[config.mk]
export PLATFORM = sky130hd
export DESIGN_NAME = bit_slice_saturate
export DESIGN_NICKNAME = d
export VERILOG_FILES = /design/src/rtl/bit_slice_saturate.sv
export SDC_FILE = /design/constraint.sdc
export NUM_CORES = 1
export LEC_CHECK = 0
export ABC_CLOCK_PERIOD_IN_PS = 3500
export CAP_MARGIN = 20
export CORE_MARGIN = 5
export CORE_UTILIZATION = 45
export DETAILED_ROUTE_END_ITERATION = 16
export PLACE_DENSITY = 0.78
export SYNTH_ARGS = -nofsm -noshare
export SYNTH_HDL_FRONTEND = slang
export SYNTH_SLANG_ARGS = --single-unit
[constraint.sdc]
create_clock -name clk -period 3.5 [get_ports clk]
set_input_delay 0.525 -clock clk [delete_from_list [all_inputs] [get_ports clk]]
set_output_delay 0.525 -clock clk [all_outputs]
set_load 0.02 [all_outputs]
[src/rtl/bit_slice_saturate.sv]
// Registered signed narrowing stage: (WIDTH+1)-bit two's-complement in, WIDTH-bit out,
// clamping out-of-range samples and keeping a sticky, saturating count of clamp events.
module bit_slice_saturate #(
  parameter int WIDTH = 16,
  parameter int CNT_W = 16
) (
  input  logic             clk,
  input  logic             rst_n,
  input  logic             in_valid,
  input  logic [WIDTH:0]   data_in,
  input  logic             cnt_clr,
  output logic             out_valid,
  output logic [WIDTH-1:0] data_out,
  output logic             sat_pos,
  output logic             sat_neg,
  output logic             sat_sticky,
  output logic [CNT_W-1:0] sat_cnt
);

  localparam logic [WIDTH-1:0] MAX_VAL = {1'b0, {(WIDTH-1){1'b1}}};
  localparam logic [WIDTH-1:0] MIN_VAL = {1'b1, {(WIDTH-1){1'b0}}};
  localparam logic [CNT_W-1:0] CNT_ONE = {{(CNT_W-1){1'b0}}, 1'b1};

  logic             ovf;
  logic             pos_next;
  logic             neg_next;
  logic [WIDTH-1:0] result_next;
  logic             cnt_full;

  logic             out_valid_reg;
  logic [WIDTH-1:0] data_out_reg;
  logic             sat_pos_reg;
  logic             sat_neg_reg;
  logic             sat_sticky_reg;
  logic [CNT_W-1:0] sat_cnt_reg;

  // The top two bits disagree exactly when the value does not fit in WIDTH bits.
  always_comb begin
    ovf         = data_in[WIDTH] ^ data_in[WIDTH-1];
    pos_next    = ovf & ~data_in[WIDTH];
    neg_next    = ovf & data_in[WIDTH];
    result_next = data_in[WIDTH-1:0];
    if (pos_next) begin
      result_next = MAX_VAL;
    end else if (neg_next) begin
      result_next = MIN_VAL;
    end
  end

  assign cnt_full = &sat_cnt_reg;

  always_ff @(posedge clk or negedge rst_n) begin
    if (!rst_n) begin
      out_valid_reg  <= 1'b0;
      data_out_reg   <= '0;
      sat_pos_reg    <= 1'b0;
      sat_neg_reg    <= 1'b0;
      sat_sticky_reg <= 1'b0;
      sat_cnt_reg    <= '0;
    end else begin
      out_valid_reg <= in_valid;
      if (in_valid) begin
        data_out_reg <= result_next;
        sat_pos_reg  <= pos_next;
        sat_neg_reg  <= neg_next;
      end else begin
        sat_pos_reg  <= 1'b0;
        sat_neg_reg  <= 1'b0;
      end
      // Clear wins over a coincident saturation, which is then not counted.
      if (cnt_clr) begin
        sat_cnt_reg    <= '0;
        sat_sticky_reg <= 1'b0;
      end else if (in_valid && ovf) begin
        sat_sticky_reg <= 1'b1;
        if (!cnt_full) begin
          sat_cnt_reg <= sat_cnt_reg + CNT_ONE;
        end
      end
    end
  end

  assign out_valid  = out_valid_reg;
  assign data_out   = data_out_reg;
  assign sat_pos    = sat_pos_reg;
  assign sat_neg    = sat_neg_reg;
  assign sat_sticky = sat_sticky_reg;
  assign sat_cnt    = sat_cnt_reg;

endmodule

-- Word-level counts from Yosys, hierarchy flattened
Cells that the tools add are included.
- add/sub/neg operators: 1
- equality and inequality tests: 1
- multiplexer cells: 9
- bitwise operators: 4
- reductions and logical operators: 4
- operators with widths (cell ; count):
    16-bit 2-to-1 mux ; 5
    16-bit by 1-bit adder with 16-bit output, second input constant ; 1
    16-bit AND reduction ; 1
    1-bit 2-to-1 mux ; 4
    1-bit AND ; 2
    2-bit != test, second input constant ; 1
    2-bit AND reduction ; 1
    2-bit nonzero test ; 1
    1-bit logical AND ; 1
    1-bit inverter ; 1
    1-bit XOR ; 1
- flip-flop bits (word level): 36
- bits of input ports: 21
- output and inout port bits: 36
- word-level logic and storage cells: 25

-- Depth between registers and ports, before layout
- depth in word-level cells: 4
- gate-level depth with buffers: 8
- mapped depth without buffers: 6

-- Least setup slack after synthesis
No wires, ideal clock.
- path type: input-to-reg
- start point: in data_in[15]
- end point: reg sat_cnt_reg[9], in the netlist sat_cnt[9]
- setup time: 125 ps
- data arrival time: 2066 ps
- data required time: 3375 ps
- path slack: 1310 ps
- stages: 7
- path buffers: 1
- cells stage by stage: inv_1 -> ha_1 -> buf_2 -> and2_1 -> nand4_1 -> a311oi_1 -> mux2_2
- longest elaborated chain between the ends: 4
- RTL lines (element ; RTL line ; RTL):
    from (decl) ; 10 ; input logic [WIDTH:0] data_in,
    1-bit XOR ; 39 ; ovf = data_in[WIDTH] ^ data_in[WIDTH-1];
    1-bit logical AND ; 74 ; end else if (in_valid && ovf) begin
    2-bit nonzero test (no source line) ; n/a ;
    2-bit AND reduction (no source line) ; n/a ;
    to (signal assigned) ; 77 ; sat_cnt_reg <= sat_cnt_reg + CNT_ONE;
    to (decl) ; 35 ; logic [CNT_W-1:0] sat_cnt_reg;
No other way between the ends.
A chain may end at the register's enable or synchronous reset.

-- Worst setup path after layout
- start point: in data_in[16]
- end point: reg sat_cnt_reg[15], in the netlist sat_cnt[15]
Same word-level chain as after synthesis.

==> impl_metrics.tcl <==
set metrics [dict create \
    core-area_um2 3914 \
    setup_ws_ns 1.023 \
    synth_top_area_cell "dfrtp_1" \
    clock-skew-final_ns 0.003873 \
    leakagePower_nw 1.038 \
    dieArea_um2 5340 \
    outcome "finished clean" \
    endpoint_kind "register" \
    min_period_over_period_pct 70.77 \
    powerDensity_nw_per_um2 407.2 \
    ios 57 \
    grt_remaining_overflow 0 \
    relSlewSlack_pct 47.71 \
    worstPathArrival_ns 2.67 \
    clock_sink_count 36 \
    synth-seq-cells 36 \
    cts_buffer_depth 2 \
    num-fill-cells 343 \
    grt_pass1_vias 1559 \
    postRouteAntennaNets 0 \
    cts_buffers 5 \
    yosysWarnings 0 \
    synthFlopType "dfrtp_1" \
    r2r_start "sat_cnt[0]" \
    diodes 0 \
    yosysUniqueCellTypes 30 \
    drive_gt1_share_pct 8.051 \
    tritoncts "done" \
    slew_viol_final 0 \
    crit_end "sat_cnt[15]" \
    detailed_place_hpwl_mm 3.047 \
    cts_hold_buffers 0 \
    area_growth_syn_to_layout_pct 38.92 \
    die_x_um 73.08 \
    finalSetupViolCount 0 \
    grtUsageTotal_pct 17.50 \
    cts-resized-gates 0 \
    antenna_found_initial 0 \
    wl_per_cell_um 14.80 \
    std_cell_rows 23 \
    finalCriticalPeriod_ns 2.477 \
    synthCells 181 \
    rrSetupSlack_ns 1.45 \
    worstPathRequired_ns 3.70 \
    routed_wl_mm 4.234 \
    dp_slack_ns 0.7255 \
    post_cts_buffers 0 \
    vias_per_cell 5.409 \
    ir_drop_v 0.0002714 \
    final_nets 260 \
    drtIter0Drc 155 \
    grt_pass1_wl_mm 7.238 \
    synth_area_per_cell_um2 9.892 \
    synth.top_cell.area_share_pct 50.31 \
    syn-cell-area_um2 1790 \
    seq_area_frac_synth_pct 50.31 \
    netlist_top_cells_count "dfrtp_1, inv_1, o21ai_0, o211ai_1, nand2_1" \
    path_max_fanout 8 \
    htree_levels 2 \
    port_buffers 56 \
    startpoint "data_in[16]" \
    crit_type "input port to register" \
    initial_utilization_pct 45.75 \
    insertion_delay_ns 0.29 \
    gp_congestion 0.8163 \
    cts-root-buf "clkbuf_8" \
    r2r_cells 5 \
    num_vias 1547 \
    r2r-end "sat_cnt[12]" \
    drc_errors 0 \
    setup_tns_ns 0 \
    cap_violations 0 \
    synth_edf_count 0 \
    clk_pin_slew_ns 0.07 \
    grt_max_degree 37 \
    rsz0062_at_grt "false" \
    synthTopCellsByArea "dfrtp_1, o211ai_1, o21ai_0" \
    async_flop_share_pct 100.0 \
    synthMostInstantiatedCell "dfrtp_1" \
    die_y_um 73.08 \
    worst_pin_slew_ns 0.7844 \
    drt_pass1_iterations 6 \
    hold_viol 0 \
    timing.fmax_ghz 0.4037 \
    hp-class "input port to async pin" \
    start_kind "input port" \
    synth_nets 206 \
]
-- report_power, final --
part | total, mW | leakage (nW) | internal (mW) | switching (mW)
clock network | 0.365 | 0.0541 | 0.211 | 0.154
logic | 0.188 | 0.519 | 0.0894 | 0.0984
registers | 0.460 | 0.465 | 0.444 | 0.0166
-- metal layers --
metal	vias to the layer above	share of wire [%]	routed length [um]	track usage, %
met5	-	0	0	0
met4	0	0.78	33	6.352
met3	5	9.6	406	7.576
met2	57	47	2009	26.51
met1	721	42	1785	22.15
li1	764	-	-	-
-- critical path, cell delays in order --
cell	delay (ns)
clkdlybuf4s50_1	0.51
inv_1	0.07
ha_1	0.33
and2_1	0.22
nand4_1	0.28
or4_1	0.57
a21oi_1	0.16
-- layout by cell type (no fill, tap or decap) --
cell and instances:
a21oi_1 8, a311oi_1 2, a31oi_1 3, and2_1 3, and3_1 1, and4_1 2, buf_2 1, buf_4 2
bufinv_16 1, clkbuf_8 5, clkdlybuf4s50_1 55, clkinv_2 1, clkinvlp_4 1, dfrtp_1 36, ha_1 4, inv_1 21
mux2_2 5, mux2i_1 1, nand2_1 9, nand3_1 3, nand4_1 4, nand4_2 2, nor2_1 8, nor2b_1 4
nor3_1 3, nor4_4 1, o211ai_1 15, o21a_1 1, o21ai_0 16, o311ai_0 2, o31ai_1 6, o41ai_1 2
or3_1 2, or4_1 6
-- final cells by class --
cell class                      instances  area, um^2  share of cell area, %
Inverter                               21       78.83                  3.169
Tap cell                               50       62.56                  2.515
Sequential cell                        36       900.9                  36.22
Clock buffer                            5       68.82                  2.767
Timing Repair Buffer                   58       570.5                  22.94
Clock inverter                          3       42.54                  1.710
Multi-Input combinational cell        113       763.2                  30.68
-- metrics by stage --
stage                     instances  hold slack (ns)  power, mW  util (%)  instance area (um^2)
after global routing            286           0.3779      1.064     63.55                  2487
after floorplan                 181           0.2294     0.5541         -                  1790
after global placement          278           0.4874     0.6540     60.71                  2376
after CTS                       286           0.3381      1.023     63.55                  2487
after detailed placement        278           0.4793     0.6579     60.71                  2376
final                           286           0.3141      1.013     63.55                  2487
-- how the worst min path moves through the flow --
stage                          start     endpoint  slack, ns  cells after the start
after floorplan                rst_n  data_out[0]       0.23                      0
after global placement    sat_sticky   sat_sticky       0.49                      1
after detailed placement  sat_sticky   sat_sticky       0.48                      1
after CTS                      rst_n  sat_cnt[12]       0.34                      1
after global routing           rst_n   sat_cnt[8]       0.38                      1
final                          rst_n   sat_cnt[9]       0.31                      1
-- cells by family after synthesis --
| family | synth area share, % |
|---|---|
| DFF | 50.31 |
| buffers and inverters | 7.058 |
| adders and majority gates | 2.795 |
| muxes | 3.704 |
| AOI/OAI and AO/OA | 19.92 |
| and+or+nand+nor | 16.21 |
Power figures use the tool's default switching activity.
